## src/rtl/ram_port_arbiter.sv

```systemverilog
// Round-robin owner of a single-port RAM shared by two requesters; grant takes 1 cycle from idle, owner handoff has no bubble.
// Requesters hold req until ack; ownership is forcibly yielded after MAX_BURST acks while the other side waits.
module ram_port_arbiter #(
  parameter int ADDR_W    = 6,
  parameter int DATA_W    = 8,
  parameter int MAX_BURST = 4
) (
  input  logic              clk,
  input  logic              rst_n,
  input  logic              req0,
  input  logic              req1,
  input  logic              we0,
  input  logic              we1,
  input  logic [ADDR_W-1:0] addr0,
  input  logic [ADDR_W-1:0] addr1,
  input  logic [DATA_W-1:0] wdata0,
  input  logic [DATA_W-1:0] wdata1,
  output logic              ack0,
  output logic              ack1,
  output logic [DATA_W-1:0] rdata0,
  output logic [DATA_W-1:0] rdata1,
  output logic              rvalid0,
  output logic              rvalid1,
  output logic [1:0]        owner,
  output logic [DATA_W-1:0] ram_din,
  output logic [ADDR_W-1:0] ram_addr,
  output logic              ram_mode,
  input  logic [DATA_W-1:0] ram_dout
);

  localparam int BW = $clog2(MAX_BURST + 1);
  localparam logic [BW-1:0] BURST_LAST = BW'(MAX_BURST - 1);
  localparam logic [BW-1:0] BURST_MAX  = BW'(MAX_BURST);

  typedef enum logic [1:0] {
    IDLE = 2'b00,
    OWN0 = 2'b01,
    OWN1 = 2'b10
  } state_t;

  state_t        state_q, state_d;
  logic          prefer1_q, prefer1_d;
  logic [BW-1:0] burst_q, burst_d;
  logic [BW-1:0] burst_sat;
  logic          last_beat;
  logic          ram_mode_raw;

  // Count saturates so an uncontested owner can keep the RAM indefinitely.
  assign burst_sat = (burst_q == BURST_MAX) ? burst_q : burst_q + BW'(1);
  assign last_beat = (burst_q >= BURST_LAST);

  always_comb begin
    state_d      = state_q;
    prefer1_d    = prefer1_q;
    burst_d      = burst_q;
    ack0         = 1'b0;
    ack1         = 1'b0;
    ram_mode_raw = 1'b0;
    ram_addr     = '0;
    ram_din      = '0;

    case (state_q)
      IDLE: begin
        if (req0 && req1) begin
          state_d = prefer1_q ? OWN1 : OWN0;
        end else if (req0) begin
          state_d = OWN0;
        end else if (req1) begin
          state_d = OWN1;
        end
      end

      OWN0: begin
        ram_addr     = addr0;
        ram_din      = wdata0;
        ram_mode_raw = req0 & we0;
        ack0         = req0;
        if (!req0) begin
          burst_d = '0;
          state_d = req1 ? OWN1 : IDLE;
        end else if (last_beat && req1) begin
          burst_d = '0;
          state_d = OWN1;
        end else begin
          burst_d = burst_sat;
        end
      end

      OWN1: begin
        ram_addr     = addr1;
        ram_din      = wdata1;
        ram_mode_raw = req1 & we1;
        ack1         = req1;
        if (!req1) begin
          burst_d = '0;
          state_d = req0 ? OWN0 : IDLE;
        end else if (last_beat && req0) begin
          burst_d = '0;
          state_d = OWN0;
        end else begin
          burst_d = burst_sat;
        end
      end

      default: begin
        state_d = IDLE;
        burst_d = '0;
      end
    endcase

    // Pointer remembers who was served last so the other wins the next tie.
    if (state_d == OWN0 && state_q != OWN0) prefer1_d = 1'b1;
    if (state_d == OWN1 && state_q != OWN1) prefer1_d = 1'b0;
  end

  // A write must never land on an edge that coincides with reset.
  assign ram_mode = ram_mode_raw & rst_n;
  assign owner    = state_q;

  always_ff @(posedge clk or negedge rst_n) begin
    if (!rst_n) begin
      state_q   <= IDLE;
      prefer1_q <= 1'b0;
      burst_q   <= '0;
    end else begin
      state_q   <= state_d;
      prefer1_q <= prefer1_d;
      burst_q   <= burst_d;
    end
  end

  always_ff @(posedge clk or negedge rst_n) begin
    if (!rst_n) begin
      rdata0  <= '0;
      rdata1  <= '0;
      rvalid0 <= 1'b0;
      rvalid1 <= 1'b0;
    end else begin
      rvalid0 <= ack0 & ~we0;
      rvalid1 <= ack1 & ~we1;
      if (ack0 && !we0) rdata0 <= ram_dout;
      if (ack1 && !we1) rdata1 <= ram_dout;
    end
  end

endmodule
```

## config.mk

```make
export PLATFORM = sky130hd
export DESIGN_NAME = ram_port_arbiter
export DESIGN_NICKNAME = d
export VERILOG_FILES = /design/src/rtl/ram_port_arbiter.sv
export SDC_FILE = /design/constraint.sdc
export NUM_CORES = 1
export LEC_CHECK = 0
export ABC_CLOCK_PERIOD_IN_PS = 2100
export CORE_MARGIN = 1.5
export CORE_UTILIZATION = 34
export DETAILED_ROUTE_END_ITERATION = 10
export GPL_ROUTABILITY_DRIVEN = 0
export PLACE_DENSITY_LB_ADDON = 0.12
export REMOVE_ABC_BUFFERS = 1
export SKIP_LAST_GASP = 1
export SLEW_MARGIN = 20
export SYNTH_ARGS = -nofsm -noshare
export SYNTH_HDL_FRONTEND = slang
export SYNTH_SLANG_ARGS = --single-unit
```

## constraint.sdc

```tcl
create_clock -name clk -period 2.1 [get_ports clk]
set_input_delay 0.21 -clock clk [delete_from_list [all_inputs] [get_ports clk]]
set_output_delay 0.21 -clock clk [all_outputs]
set_load 0.02 [all_outputs]
```

==> impl_results.rst <==
.. list-table::
   :header-rows: 1

   * - Metric
     - Value
   * - Startpoint kind of the worst setup timing path
     - flop
   * - Kind of critical path
     - flop to flop
   * - Delay of the slowest critical-path stage
     - a little under 0.4 ns
   * - Pins Over Slew Limit
     - 0
   * - Via count of the first global-routing pass
     - 1,292
   * - Number of DRC violations after detailed-routing iteration 0
     - 69
   * - Ordered cell list for the critical path
     - ha_1 -> ha_1 -> a211o_1 -> or3b_1 -> a221o_1 -> a21oi_2 -> a21oi_1
   * - Source of the worst register-to-register timing path
     - burst_q[0]$_DFFE_PN0N_
   * - Time the final worst path needs with I/O delays and setup
     - ~2.1 ns
   * - P per Cell Area
     - between 1000 and 1500 nW/µm²
   * - Quantity of I/O buffers inserted on ports
     - ~80
   * - Final worst path period share
     - between 90% and 100%
   * - Clock latency reported for the late side of the worst-skew pair
     - 0.27 ns
   * - Share of the synthesized netlist area taken by xor and xnor gates
     - 0%
   * - Vertical die dimension
     - approximately 67 µm
   * - Seq/Total Area, Yosys
     - approximately 43%
   * - Clock sink count
     - 24
   * - Wire length of the first global-routing pass
     - 6.16 mm
   * - HPWL reported at the end of detailed placement
     - 3.01 mm
   * - Fraction of synthesized cell area taken by the top area cell type
     - 43.2%
   * - Number of fill cells
     - 376
   * - Most Frequent Cell on Critical Path
     - sky130_fd_sc_hd__ha_1
   * - Final Worst Setup Slack
     - around 0.040 ns
   * - Clock buffers created by TritonCTS
     - 3
   * - Number of enable-type register cells in the synthesized netlist
     - 0
   * - Detailed-routing iteration count for the pre-antenna-repair pass
     - 4
   * - Tightest hold margin
     - approximately 0.34 ns
   * - Cell type contributing the most total cell area after synthesis
     - sky130_fd_sc_hd__dfrtp_1
   * - Main synth FF type
     - sky130_fd_sc_hd__dfrtp_1
   * - Warnings, synthesis
     - 0
   * - LEAKAGE
     - 0.00116 µW
   * - Cts hold-fix bufs
     - 0
   * - Transition time at the pin with the least slew margin
     - 0.406 ns
   * - Total design power
     - just over 3000 µW
   * - # Max-Cap Violations
     - 0
   * - Fraction of synthesized area in multiplexers
     - 0%
   * - Number of nets in the layout
     - 306
   * - Total length of routed wires
     - 4.07 mm
   * - Distinct cell type count after synthesis
     - 31
   * - Number of antenna violations at the first check in global routing
     - 0
   * - Placeable core region
     - between 3000 and 4000 µm²
   * - Crit path max-delay cell type
     - sky130_fd_sc_hd__dfrtp_1
   * - Residual DRC count
     - 0
   * - Worst path top cell family by delay
     - compound AO/OA/AOI/OAI gates
   * - Overall via count from detail_route
     - 1,469
   * - Slack of the worst reg-to-reg path
     - 0.04 ns
   * - CTS clock-pin slew for the worst setup and hold paths
     - 0.08 ns
   * - Overall Global Routing Usage
     - 18.4%
   * - Maximum level of the CTS H-tree
     - 1
   * - Maximum number of buffers from clock root to sink
     - 2
   * - Routed len/inst
     - around 13 µm
   * - Instance area after placement
     - 2310 µm²
   * - Multi-input gate area
     - 718 µm²
   * - Final number of setup-violating endpoints
     - 0
   * - Mapped Avg Cell Area
     - 8.27 µm²
   * - Synthesized cell area
     - 1390 µm²
   * - Number of buffer and inverter instances along the worst setup path
     - 0
   * - Asr flop ratio synth
     - 100%
   * - Gate Count Post-Synth
     - 168
   * - Hold Fails Final Rpt
     - 0
   * - Pin count of the biggest net entering global routing
     - 25
   * - Headroom to the max-slew limit
     - 72.9%
   * - Register area
     - 601 µm²
   * - Arrival time of the worst setup path
     - about 2.2 ns
   * - CTS tree
     - done
   * - Compound-Gate Fraction of Synth Area
     - 19.2%
   * - Ranking of synthesized cells by instance count
     - sky130_fd_sc_hd__nand2_1, sky130_fd_sc_hd__dfrtp_1, sky130_fd_sc_hd__a22oi_1, sky130_fd_sc_hd__nor2b_1, sky130_fd_sc_hd__inv_1
   * - Worst setup skew after layout
     - 0.00362 ns
   * - Worst VDD drop
     - 0.698 mV
   * - Count leader, synth
     - sky130_fd_sc_hd__nand2_1
   * - Highest Clock Rate
     - 0.485 GHz
   * - Total die area
     - approximately 4500 µm²
   * - Status
     - completed
   * - Worst-path maximum fanout
     - 2
   * - Number of routed nets with antenna violations
     - 0
   * - Destination of the worst register-to-register timing path
     - prefer1_q$_DFFE_PN0P_
   * - Area growth syn-to-layout
     - 71.8%
   * - Number of cell rows
     - 23
   * - Antenna fix cells
     - 0
   * - Clk root buf
     - sky130_fd_sc_hd__clkbuf_8
   * - Share of synthesized cell area in and, or, nand and nor gates
     - 25.6%
   * - Seq cells post-synth
     - 24
   * - Count of boundary I/O pins
     - 79
   * - Routed vias/inst
     - 4.80
   * - Leading post-synthesis cells by cell area
     - sky130_fd_sc_hd__dfrtp_1, sky130_fd_sc_hd__nand2_1, sky130_fd_sc_hd__a22oi_1
   * - Effective utilization at floorplan
     - 35.0%
   * - Required time at the endpoint of the critical path
     - 2.25 ns
   * - Setup WS pre-CTS
     - 0.0307 ns
   * - Worst Reg-to-Reg Cells
     - 7
   * - Post-synthesis adder-cell area fraction
     - 6.31%
   * - Dominant combinational cell family by area after synthesis
     - simple AND/OR/NAND/NOR gates
   * - Worst Hold Class
     - input pin to async pin
   * - Worst Setup End Kind
     - flop
   * - Non-Filler Cell Area, Final
     - 2390 µm²
   * - Global route overflow
     - 0
   * - Chip width
     - 66.9 µm
   * - Fraction of layout instances using a drive strength above 1
     - 8.59%
   * - RSZ-0062 raised after global routing
     - yes
==> metal layers <==
metal | vias up | global-route usage, % | routed length (µm)
met3 | 5 | 5.24 | 208
met2 | 33 | 29.5 | 1960
met4 | 0 | 6.12 | 48
met1 | 693 | 23.8 | 1850
li1 | 738 | - | -
met5 | - | 0 | 0
==> cell families (layout without fill, tap and decap cells) <==
logic type	after synthesis	after routing
AND/OR/NAND/NOR	79	79
AO/OA/AOI/OAI	37	37
flip-flops	24	24
buffers and inverters	21	109
adder cells (fa/ha/maj)	7	7
==> timing repair <==
| item | 4_1_cts | 5_1_grt |
|---|---|---|
| endpoints found under the setup margin | 15 | 4 |
| gates resized for setup | 15 | 5 |
| pin swaps | 0 | 0 |
| buffers inserted | 0 | 1 |
==> area by class of cell <==
class	instances	area share (%)
clock buffers	3	1.73
clock inverters	1	1.26
inverters	13	2.05
multi-input cells	123	30.1
flip-flops and latches	24	25.2
well taps	50	2.62
repair buffers	92	37.1
==> per-stage QoR <==
stage	util, %	setup TNS [ns]	instances
6_report	60.1	0	306
4_1_cts	59.5	0	305
3_3_place_gp	58.2	0	301
3_5_place_dp	58.2	0	301
2_1_floorplan	-	0	160
5_1_grt	60.1	-0.0244	306
==> state kept, by name (all words and copies together), names as in the netlist <==
register	count
prefer1_q	1
owner	2
rvalid1	1
rvalid0	1
burst_q	3
rdata1	8
rdata0	8
==> cell usage in the layout (no fill, tap or decap), types with 2 or more instances in the layout <==
cell type / Yosys / final
sky130_fd_sc_hd__or2_1: 2 / 2
sky130_fd_sc_hd__a21oi_1: 6 / 5
sky130_fd_sc_hd__clkbuf_8: 0 / 3
sky130_fd_sc_hd__ha_1: 7 / 7
sky130_fd_sc_hd__clkdlybuf4s50_1: 0 / 62
sky130_fd_sc_hd__dfrtp_1: 24 / 24
sky130_fd_sc_hd__nand2_1: 54 / 54
sky130_fd_sc_hd__inv_2: 2 / 2
sky130_fd_sc_hd__inv_1: 11 / 11
sky130_fd_sc_hd__buf_4: 0 / 13
sky130_fd_sc_hd__a22oi_1: 15 / 15
sky130_fd_sc_hd__dlygate4sd2_1: 0 / 13
sky130_fd_sc_hd__a21o_1: 2 / 2
sky130_fd_sc_hd__o21ai_1: 2 / 2
sky130_fd_sc_hd__nor2b_1: 14 / 14
sky130_fd_sc_hd__nand3_1: 3 / 3
sky130_fd_sc_hd__clkdlybuf4s15_1: 0 / 2
==> report_power, final <==
group	internal (µW)	switching (µW)
combinational	884	989
sequential	652	103
clock	255	148
total	1790	1240
==> worst max-delay path by stage <==
stage	startpoint	endpoint	cells after the start	slack, ns
2_1_floorplan	burst_q[0]$_DFFE_PN0N_	prefer1_q$_DFFE_PN0P_	7	0.05
3_3_place_gp	burst_q[1]$_DFFE_PN0N_	prefer1_q$_DFFE_PN0P_	7	0.08
3_5_place_dp	burst_q[1]$_DFFE_PN0N_	prefer1_q$_DFFE_PN0P_	7	0.03
4_1_cts	burst_q[1]$_DFFE_PN0N_	prefer1_q$_DFFE_PN0P_	7	0.01
5_1_grt	burst_q[0]$_DFFE_PN0N_	prefer1_q$_DFFE_PN0P_	7	-0.02
6_report	burst_q[0]$_DFFE_PN0N_	prefer1_q$_DFFE_PN0P_	7	0.04
(Power assumes the default switching activity.)
